`src/rtl/axi_lite_pkg.sv`:
```
// rtl/axi_lite_pkg.sv - shared encodings and address-decode helpers for the AXI-Lite memory responder
package axi_lite_pkg;

  localparam logic [1:0] RESP_OKAY   = 2'b00;
  localparam logic [1:0] RESP_SLVERR = 2'b10;

  localparam int ADDR_W   = 32;
  localparam int DATA_W   = 32;
  localparam int WORD_LSB = 2;
  localparam int CNT_W    = 2;

  typedef enum logic [1:0] {
    RD_IDLE = 2'd0,
    RD_WAIT = 2'd1,
    RD_RESP = 2'd2
  } rd_state_e;

  typedef enum logic [1:0] {
    WR_IDLE    = 2'd0,
    WR_COLLECT = 2'd1,
    WR_RESP    = 2'd2
  } wr_state_e;

  // A byte offset from the window base is usable only if word aligned and inside the RAM.
  function automatic logic addr_valid(input logic [ADDR_W-1:0] off,
                                      input logic [31:0] depth_words);
    return (off[WORD_LSB-1:0] == 2'b00) &&
           ({2'b00, off[ADDR_W-1:WORD_LSB]} < depth_words);
  endfunction

endpackage

```
`src/rtl/axi_lite_ram.sv`:
```
// rtl/axi_lite_ram.sv - DEPTH x 32 RAM, synchronous write, registered read-before-write read port
module axi_lite_ram
  import axi_lite_pkg::*;
#(
  parameter int DEPTH = 32,
  parameter int IDX_W = $clog2(DEPTH)
) (
  input  logic              clk,
  input  logic              rst_n,
  input  logic              we,
  input  logic [IDX_W-1:0]  waddr,
  input  logic [DATA_W-1:0] wdata,
  input  logic              re,
  input  logic              rzero,
  input  logic [IDX_W-1:0]  raddr,
  output logic [DATA_W-1:0] rdata
);

  logic [DATA_W-1:0] mem [DEPTH];

  // Storage is never cleared; a write lands on the same edge it is requested.
  always_ff @(posedge clk) begin
    if (we) begin
      mem[waddr] <= wdata;
    end
  end

  // Read register samples the pre-write contents, so a same-edge collision returns old data;
  // rzero forces zero for rejected accesses and the value holds while re is low.
  always_ff @(posedge clk or negedge rst_n) begin
    if (!rst_n) begin
      rdata <= '0;
    end else if (re) begin
      rdata <= rzero ? '0 : mem[raddr];
    end
  end

endmodule

```
`src/rtl/axi_lite_mem_slave.sv`:
```
// rtl/axi_lite_mem_slave.sv - AXI4-Lite-style memory responder with independent read and write FSMs
module axi_lite_mem_slave
  import axi_lite_pkg::*;
#(
  parameter int          DEPTH        = 32,
  parameter logic [31:0] BASE_ADDR    = 32'h0000_0000,
  parameter int          READ_LATENCY = 1
) (
  input  logic        clk,
  input  logic        rst_n,
  input  logic        ARVALID,
  output logic        ARREADY,
  input  logic [31:0] ARADDR,
  output logic        RVALID,
  input  logic        RREADY,
  output logic [31:0] RDATA,
  output logic [1:0]  RRESP,
  input  logic        AWVALID,
  output logic        AWREADY,
  input  logic [31:0] AWADDR,
  input  logic        WVALID,
  output logic        WREADY,
  input  logic [31:0] WDATA,
  output logic        BVALID,
  input  logic        BREADY,
  output logic [1:0]  BRESP
);

  localparam int IDX_W = $clog2(DEPTH);

  // ---------------- read path ----------------
  rd_state_e         rd_state, rd_next;
  logic [CNT_W-1:0]  rd_cnt_q, rd_cnt_d;
  logic [31:0]       ar_addr_q;
  logic [1:0]        rresp_q;
  logic [31:0]       rd_off;
  logic              rd_ok;
  logic              rd_sample;
  logic              ar_hs;

  assign ar_hs     = ARVALID && ARREADY;
  assign rd_off    = ar_addr_q - BASE_ADDR;
  assign rd_ok     = addr_valid(rd_off, 32'(DEPTH));
  // The edge that moves WAIT into RESP is the edge that samples the RAM.
  assign rd_sample = (rd_state == RD_WAIT) && (rd_cnt_q == '0);

  // Read next-state: every accepted address passes through WAIT so RVALID lands READ_LATENCY edges later.
  always_comb begin
    rd_next  = rd_state;
    rd_cnt_d = rd_cnt_q;
    case (rd_state)
      RD_IDLE: begin
        if (ar_hs) begin
          rd_next  = RD_WAIT;
          rd_cnt_d = CNT_W'(READ_LATENCY - 1);
        end
      end
      RD_WAIT: begin
        if (rd_cnt_q == '0) begin
          rd_next = RD_RESP;
        end else begin
          rd_cnt_d = rd_cnt_q - 1'b1;
        end
      end
      RD_RESP: begin
        if (RREADY) begin
          rd_next = RD_IDLE;
        end
      end
      default: rd_next = RD_IDLE;
    endcase
  end

  // Read state, latency counter, captured address and response code.
  always_ff @(posedge clk or negedge rst_n) begin
    if (!rst_n) begin
      rd_state  <= RD_IDLE;
      rd_cnt_q  <= '0;
      ar_addr_q <= '0;
      rresp_q   <= RESP_OKAY;
    end else begin
      rd_state <= rd_next;
      rd_cnt_q <= rd_cnt_d;
      if (ar_hs) begin
        ar_addr_q <= ARADDR;
      end
      if (rd_sample) begin
        rresp_q <= rd_ok ? RESP_OKAY : RESP_SLVERR;
      end
    end
  end

  assign ARREADY = (rd_state == RD_IDLE);
  assign RVALID  = (rd_state == RD_RESP);
  assign RRESP   = rresp_q;

  // ---------------- write path ----------------
  wr_state_e   wr_state, wr_next;
  logic        aw_got_q, w_got_q;
  logic [31:0] aw_addr_q, wdata_q;
  logic [1:0]  bresp_q;
  logic        aw_hs, w_hs;
  logic        wr_commit;
  logic [31:0] wr_addr_sel, wr_data_sel, wr_off;
  logic        wr_ok;

  assign aw_hs = AWVALID && AWREADY;
  assign w_hs  = WVALID && WREADY;

  // Commit either on a same-cycle AW+W handshake out of IDLE, or the cycle after both were captured.
  assign wr_commit   = ((wr_state == WR_IDLE) && aw_hs && w_hs) ||
                       ((wr_state == WR_COLLECT) && aw_got_q && w_got_q);
  assign wr_addr_sel = (wr_state == WR_IDLE) ? AWADDR : aw_addr_q;
  assign wr_data_sel = (wr_state == WR_IDLE) ? WDATA : wdata_q;
  assign wr_off      = wr_addr_sel - BASE_ADDR;
  assign wr_ok       = addr_valid(wr_off, 32'(DEPTH));

  // Write next-state: gather AW and W in any order, then hold the response until BREADY.
  always_comb begin
    wr_next = wr_state;
    case (wr_state)
      WR_IDLE: begin
        if (aw_hs && w_hs) begin
          wr_next = WR_RESP;
        end else if (aw_hs || w_hs) begin
          wr_next = WR_COLLECT;
        end
      end
      WR_COLLECT: begin
        if (aw_got_q && w_got_q) begin
          wr_next = WR_RESP;
        end
      end
      WR_RESP: begin
        if (BREADY) begin
          wr_next = WR_IDLE;
        end
      end
      default: wr_next = WR_IDLE;
    endcase
  end

  // Write state, capture flags and payloads, and the latched response code.
  always_ff @(posedge clk or negedge rst_n) begin
    if (!rst_n) begin
      wr_state  <= WR_IDLE;
      aw_got_q  <= 1'b0;
      w_got_q   <= 1'b0;
      aw_addr_q <= '0;
      wdata_q   <= '0;
      bresp_q   <= RESP_OKAY;
    end else begin
      wr_state <= wr_next;
      if (aw_hs) begin
        aw_got_q  <= 1'b1;
        aw_addr_q <= AWADDR;
      end
      if (w_hs) begin
        w_got_q <= 1'b1;
        wdata_q <= WDATA;
      end
      if (wr_commit) begin
        aw_got_q <= 1'b0;
        w_got_q  <= 1'b0;
        bresp_q  <= wr_ok ? RESP_OKAY : RESP_SLVERR;
      end
    end
  end

  assign AWREADY = (wr_state == WR_IDLE) || ((wr_state == WR_COLLECT) && !aw_got_q);
  assign WREADY  = (wr_state == WR_IDLE) || ((wr_state == WR_COLLECT) && !w_got_q);
  assign BVALID  = (wr_state == WR_RESP);
  assign BRESP   = bresp_q;

  axi_lite_ram #(
    .DEPTH (DEPTH),
    .IDX_W (IDX_W)
  ) u_ram (
    .clk   (clk),
    .rst_n (rst_n),
    .we    (wr_commit && wr_ok),
    .waddr (wr_off[WORD_LSB +: IDX_W]),
    .wdata (wr_data_sel),
    .re    (rd_sample),
    .rzero (!rd_ok),
    .raddr (rd_off[WORD_LSB +: IDX_W]),
    .rdata (RDATA)
  );

endmodule

```
`config.mk`:
```
export PLATFORM = sky130hd
export DESIGN_NAME = axi_lite_mem_slave
export DESIGN_NICKNAME = d
export VERILOG_FILES = /design/src/rtl/axi_lite_pkg.sv /design/src/rtl/axi_lite_ram.sv /design/src/rtl/axi_lite_mem_slave.sv
export SDC_FILE = /design/constraint.sdc
export NUM_CORES = 1
export LEC_CHECK = 0
export CAP_MARGIN = 15
export CORE_MARGIN = 1.5
export CORE_UTILIZATION = 56
export CTS_CLUSTER_SIZE = 24
export DETAILED_ROUTE_END_ITERATION = 8
export HOLD_SLACK_MARGIN = 0.08
export MAX_ROUTING_LAYER = met4
export PLACE_DENSITY = 0.74
export SLEW_MARGIN = 20
export SYNTH_ARGS = -nofsm -noshare
export SYNTH_HDL_FRONTEND = slang
export SYNTH_SLANG_ARGS = --single-unit
```
`constraint.sdc`:
```
create_clock -name clk -period 4.5 [get_ports clk]
set_input_delay 0.9 -clock clk [delete_from_list [all_inputs] [get_ports clk]]
set_output_delay 0.9 -clock clk [all_outputs]
set_load 0.02 [all_outputs]
```
==> impl_metrics.py, run 1 <==
metrics = {
    "power_and_ir_drop": {
        "power_frac_comb_pct": 29.8,
        "intPower_mw": 23.3,
        "finalPower_mw": 34.5,
        "power_density_nw_per_um2": 660,
        "power_switching_mw": 11.2,
        "p_seq_share_pct": 43.1,
        "clkPwrFrac_pct": 27.1,
        "leakagePower_nw": 17.7,
        "ir_drop_mv": 0.546,
        "swShare_pct": 32.5,
    },
    "sta": {
        "finalCritPeriodShare_pct": 78.6,
        "drv_slew": 0,
        "tightest_slew_ns": 1.03,
        "setup_violations": 0,
        "timing.fmax_mhz": 283,
        "hold_violations": 0,
        "fin_crit_ns": 3.54,
        "slew_headroom_pct": 31.2,
        "final.setup_skew_ns": 0.0296,
        "tns_ns": 0,
        "rsz0062_at_grt": "false",
    },
    "final_layout": {
        "post-route-util_pct": 65.1,
        "area_growth_pct": 15.4,
        "stdcell_area_um2": 52300,
        "n_fill_cell": 5146,
        "fin_nets": 2665,
        "layout-drive-gt1-share_pct": 24.1,
    },
    "worst_setup_path": {
        "cp.arrival_ns": 3.87,
        "crit_fanout": 44,
        "path_cells": "or2_2, nand4_1, a22oi_1, o211ai_1, buf_4, nor2_4, buf_4",
        "worst_path_max_delay_cell": "or2_2",
        "required_ns": 4.83,
        "cp_common_cell": "buf_4",
        "crit_type": "reg -> reg",
        "cpPeakStageDelay_ns": 0.78,
        "critPathCaptureType": "register",
        "startpoint_type": "register",
    },
    "global_route": {
        "antenna_found_initial": 5,
        "grt_pass1_vias": 23700,
        "grt_use_total_pct": 27.3,
        "grt_max_degree": 91,
        "gr-total-overflow": 0,
        "grt_first_pass_wirelength_um": 159000,
    },
    "synthesis": {
        "synth-main-ff-cell": "edfxtp_1",
        "ys_types": 52,
        "synth_area_leaders": "edfxtp_1 68%, mux4_2 9.6%, dfrtp_1 7.6%",
        "synth_common_cells": "1024 x edfxtp_1, 192 x mux4_2, 172 x nand2_1, 156 x mux2i_1, 138 x dfrtp_1",
        "synth_top_area_cell": "edfxtp_1",
        "ys_warn_count": 0,
        "synth_edf_count": 1024,
        "yosys_register_bits": 1162,
        "synth_top_area_share_pct": 67.9,
        "syn_area_per_cell_um2": 19.5,
        "postSynthCellCount": 2324,
        "ys_seq_area_share_pct": 75.6,
        "synth_area_um2": 45300,
        "synth_most_common_cell": "edfxtp_1",
        "async_flop_share_pct": 11.9,
    },
    "clock_network": {
        "cts_setup_buffers": 0,
        "cts-resized-gates": 0,
        "htree_levels": 3,
        "root_buffer": "clkbuf_16",
        "cts.sinks": 1162,
        "clk_latency_ns": 0.69,
        "cts_made_buffers": 113,
        "cts_tree": "built",
        "clk_pin_slew_ns": 0.06,
        "hold_buffers": 0,
        "cts_buffer_depth": 3,
    },
    "detailed_routing": {
        "wl_um": 108000,
        "first_iter_violations": 2963,
        "firstDrtPassIters": 5,
        "avgViaCountPerCell": 6.43,
        "vias": 23900,
        "drtAntennaViolNets": 0,
        "wire_per_inst_um": 29.0,
        "drcViolationCount": 0,
    },
    "placed_design": {
        "place_area_um2": 48500,
        "gp_congestion": 0.917,
        "hpwl_um": 65600,
        "place.port_buffers": 141,
    },
    "floorplan": {
        "coreArea_um2": 80300,
        "initial_core_util_pct": 56.4,
        "die_area_um2": 82500,
        "die_w_um": 287,
        "ioPinCount": 144,
        "die_height_um": 287,
        "rows": 104,
    },
    "job": {
        "cap_violations": 0,
    },
    "worst_hold_path": {
        "hold_path.class": "in -> async",
    },
    "status": {
        "status": "completed",
    },
}
critical path: cells and delay by family (launching register included):
family | cells | cell delay, ns
buffers and inverters | 2 | 0.64
AOI/OAI and AO/OA | 2 | 0.97
DFF | 1 | 0.49
and+or+nand+nor | 3 | 1.05
cell type report:
| type | instances | area (um^2) | area share (%) |
|---|---|---|---|
| flip-flops and latches | 1162 | 34200 | 65.5 |
| well taps | 1060 | 1330 | 2.54 |
| inverters | 9 | 33.8 | 0.0646 |
| multi-input cells | 1026 | 10700 | 20.4 |
| clock buffers | 136 | 2960 | 5.66 |
| clock inverters | 74 | 722 | 1.38 |
| repair buffers | 249 | 2330 | 4.46 |
| diodes | 2 | 5.00 | 0.00958 |
state kept, by name, indices dropped and copies added, names as in the netlist, 2 cells and up:
register	flops
u_ram.mem	1024
ar_addr_q	32
aw_addr_q	32
u_ram.rdata	32
wdata_q	32
rd_cnt_q	2
rd_state	2
wr_state	2
stage by stage:
| stage | hold slack, ns | setup WS (ns) | cells |
|---|---|---|---|
| 2_1_floorplan | 0.479 | 0.789 | 2325 |
| 3_3_place_gp | 0.470 | 0.677 | 3505 |
| 3_5_place_dp | 0.474 | 0.573 | 3505 |
| 4_1_cts | 0.389 | 0.985 | 3715 |
| 5_1_grt | 0.439 | 0.732 | 3717 |
| 6_report | 0.370 | 0.961 | 3718 |
worst paths after layout:
kind,startpoint,endpoint,slack (ns),cells past startpoint
hold reg to reg,BRESP[1],BRESP[1],0.50,1
hold / removal,rst_n,ar_addr_q[11],0.37,1
setup reg to reg,wr_state[1],u_ram.mem[2][4],0.96,7
min in group clk,BRESP[1],BRESP[1],0.50,1
setup / recovery,wr_state[1],u_ram.mem[2][4],0.96,7
max in group asynchronous,rst_n,aw_addr_q[31],3.07,2
cells by family (layout without fill, tap and decap cells):
| kind of cell | count (synthesis) | after routing | share of synthesized area [%] |
|---|---|---|---|
| compound gates | 199 | 199 | 3.05 |
| xor+xnor | 1 | 1 | 0.0194 |
| fa+ha+maj | 1 | 1 | 0.0276 |
| buf+inv | 137 | 468 | 1.60 |
| flops | 1162 | 1162 | 75.6 |
| mux | 447 | 447 | 15.5 |
| other cells | 1 | 4 | 0.00828 |
| simple gates | 376 | 376 | 4.28 |
placed cells by master, fill, tap and decap left out, drive strengths merged, types with 32 or more instances in the layout:
cell type / Yosys / final
dfrtp: 138 / 138
or4: 32 / 32
mux2i: 156 / 156
clkinv: 0 / 49
nand3b: 36 / 36
mux2: 99 / 99
o22ai: 64 / 64
nor2: 45 / 45
mux4: 192 / 192
edfxtp: 1024 / 1024
buf: 95 / 109
clkdlybuf4s50: 0 / 140
o211ai: 33 / 33
and2: 32 / 32
nand2: 173 / 173
clkbuf: 33 / 136
routing by layer:
| metal | global-route usage, % | vias up | part of all wire, % |
|---|---|---|---|
| met2 | 40.7 | 1503 | 47 |
| met5 | - | - | 0 |
| met4 | 6.32 | 0 | 2.0 |
| met1 | 39.3 | 12300 | 40 |
| met3 | 5.71 | 154 | 11 |
| li1 | - | 9936 | - |
power groups by stage:
stage / logic, mW / clock network, mW / registers [mW]
2_1_floorplan: 6.67 / 0 / 14.7
3_3_place_gp: 9.77 / 0 / 15.1
3_5_place_dp: 10.1 / 0 / 15.1
4_1_cts: 10.2 / 9.46 / 14.9
5_1_grt: 10.8 / 9.86 / 15.0
6_report: 10.3 / 9.35 / 14.9
(Power assumes the default switching activity.)
==> run 2: changes to the inputs <==
==> constraint.sdc (replaced) <==
create_clock -name clk -period 3.6 [get_ports clk]
set_input_delay 0.72 -clock clk [delete_from_list [all_inputs] [get_ports clk]]
set_output_delay 0.72 -clock clk [all_outputs]
set_load 0.02 [all_outputs]
==> impl_metrics.py, run 2 (synthesis gave the netlist of run 1 again) <==
metrics = {
    "worst_setup_path": {
        "cp-endpoint": "u_ram.mem[19][24]",
        "required_ns": 3.96,
        "rr_worst_depth": 7,
        "crit_fanout": 22,
        "cp.arrival_ns": 3.22,
        "crit_type": "reg -> reg",
        "critPathCaptureType": "register",
        "rr_startpoint": "wr_state[1]",
        "r2r_end": "u_ram.mem[19][24]",
        "reg2reg_slack_ns": 0.74,
        "startpoint_type": "register",
        "crit_start": "wr_state[1]",
    },
    "detailed_routing": {
        "first_iter_violations": 2652,
        "wl_met1_um": 42700,
        "vias": 23500,
        "wl_met3_um": 11100,
        "drtAntennaViolNets": 0,
        "wl_um": 105000,
        "avgViaCountPerCell": 6.28,
        "firstDrtPassIters": 5,
        "wire_per_inst_um": 28.1,
        "drcViolationCount": 0,
        "highest_layer": "met4",
        "wl_met2_um": 49800,
    },
    "final_layout": {
        "area_growth_pct": 16.8,
        "fin_cells": 3746,
        "layout-drive-gt1-share_pct": 23.8,
        "fin_nets": 2691,
        "regArea_um2": 34200,
        "multiInputGateArea_um2": 10600,
        "largest_reg_flops": 1024,
        "n_fill_cell": 5028,
        "final_common_cell": "edfxtp_1",
        "largest-register": "u_ram.mem",
        "final_cell_mix": "1024 x edfxtp_1, 192 x mux4_2, 172 x nand2_1",
    },
    "power_and_ir_drop": {
        "intPower_mw": 29.4,
        "swShare_pct": 32.0,
        "ir_drop_mv": 0.703,
        "clkPwrFrac_pct": 27.0,
        "power_frac_comb_pct": 30.4,
        "leakagePower_nw": 17.9,
        "finalPower_mw": 43.2,
        "power_switching_mw": 13.9,
        "p_seq_share_pct": 42.6,
        "power_density_nw_per_um2": 818,
    },
    "global_route": {
        "grt_max_degree": 62,
        "grt_first_pass_wirelength_um": 156000,
        "antenna_found_initial": 4,
        "grt_use_total_pct": 26.7,
        "grt_pass1_vias": 23800,
        "gr-total-overflow": 0,
    },
    "floorplan": {
        "ioPinCount": 144,
        "die_height_um": 287,
        "rows": 104,
        "initial_core_util_pct": 56.4,
        "die_area_um2": 82500,
        "die_w_um": 287,
        "coreArea_um2": 80300,
    },
    "sta": {
        "finalWorstSetupSlack_ns": 0.740,
        "rsz0062_at_grt": "false",
        "fin_crit_ns": 2.86,
        "drv_slew": 0,
        "tns_ns": 0,
        "slew_headroom_pct": 29.0,
        "timing.fmax_mhz": 350,
        "finalCritPeriodShare_pct": 79.4,
        "tightest_slew_ns": 1.06,
        "hold_violations": 0,
        "setup_violations": 0,
        "final.setup_skew_ns": 0.0415,
    },
    "clock_network": {
        "root_buffer": "clkbuf_16",
        "cts.sinks": 1162,
        "cts_buffer_depth": 3,
        "cts_tree": "built",
        "clk_pin_slew_ns": 0.06,
        "clk_latency_ns": 0.68,
        "htree_levels": 3,
        "cts_setup_buffers": 0,
        "cts_made_buffers": 111,
    },
    "placed_design": {
        "hpwl_um": 64200,
        "dp_worst_setup_slack_ns": 0.295,
        "place.port_buffers": 141,
        "place_inst": 3533,
        "gp_congestion": 0.836,
    },
    "status": {
        "status": "completed",
    },
    "job": {
        "cap_violations": 0,
    },
    "worst_hold_path": {
        "hold_path.class": "reg -> reg",
    },
}
-- run 2: changes by cell type in the layout (fill, tap and decap cells not counted), sizes merged --
cell         previous run  this run
diode                   2         3
buf                   109       136
inv                    16        13
clkbuf                136       147
clkinv                 49        42
dlygate4sd3             0         1
clkinvlp                6         5
bufinv                 12        11
-- run 2: how the worst min path moves through the flow --
stage,from,to,slack [ns],cells past startpoint
2_1_floorplan,rst_n,BRESP[1],0.42,0
3_3_place_gp,BRESP[1],BRESP[1],0.47,1
3_5_place_dp,BRESP[1],BRESP[1],0.47,1
4_1_cts,BRESP[1],BRESP[1],0.50,1
5_1_grt,u_ram.rdata[30],u_ram.rdata[30],0.51,2
6_report,BRESP[1],BRESP[1],0.49,1
-- run 2: critical path, cell delays in order, from the launching register on --
cell      delay (ns)
dfrtp_1         0.46
nor2_4          0.51
nand3_1         0.22
a21oi_1         0.42
o211ai_1        0.16
buf_4           0.26
nor2_4          0.25
buf_12          0.21
-- run 2: area by class of cell --
type / count / share of cell area [%]
Antenna cell: 3 / 0.0142
Clock buffer: 147 / 5.74
Clock inverter: 62 / 1.24
Inverter: 9 / 0.0639
Multi-Input combinational cell: 1026 / 20.1
Sequential cell: 1162 / 64.7
Tap cell: 1060 / 2.51
Timing Repair Buffer: 277 / 5.62
-- run 2: metrics by stage --
stage / cell area [um^2] / util, % / hold slack (ns)
2_1_floorplan: 45300 / - / 0.424
3_3_place_gp: 49200 / 61.2 / 0.474
3_5_place_dp: 49200 / 61.2 / 0.472
4_1_cts: 52900 / 65.9 / 0.496
5_1_grt: 52900 / 65.9 / 0.510
6_report: 52900 / 65.9 / 0.494
-- run 2: power groups by stage --
stage | clock network [mW] | registers [mW] | logic [mW]
detailed placement | 0 | 18.7 | 13.1
global route | 12.3 | 18.5 | 14.0
global placement | 0 | 18.6 | 12.7
floorplan | 0 | 18.4 | 8.33
CTS | 11.8 | 18.4 | 13.2
finish | 11.7 | 18.4 | 13.2
-- run 2: layer usage --
| layer | GRT usage, % | vias up |
|---|---|---|
| met2 | 40.2 | 1256 |
| li1 | - | 9970 |
| met4 | 4.95 | 0 |
| met3 | 5.94 | 149 |
| met5 | - | - |
| met1 | 38.2 | 12200 |
-- run 2: timing repair --
action                    CTS  global route
hold buffers                1             0
resized for setup           0             0
hold endpoints to repair   27             0
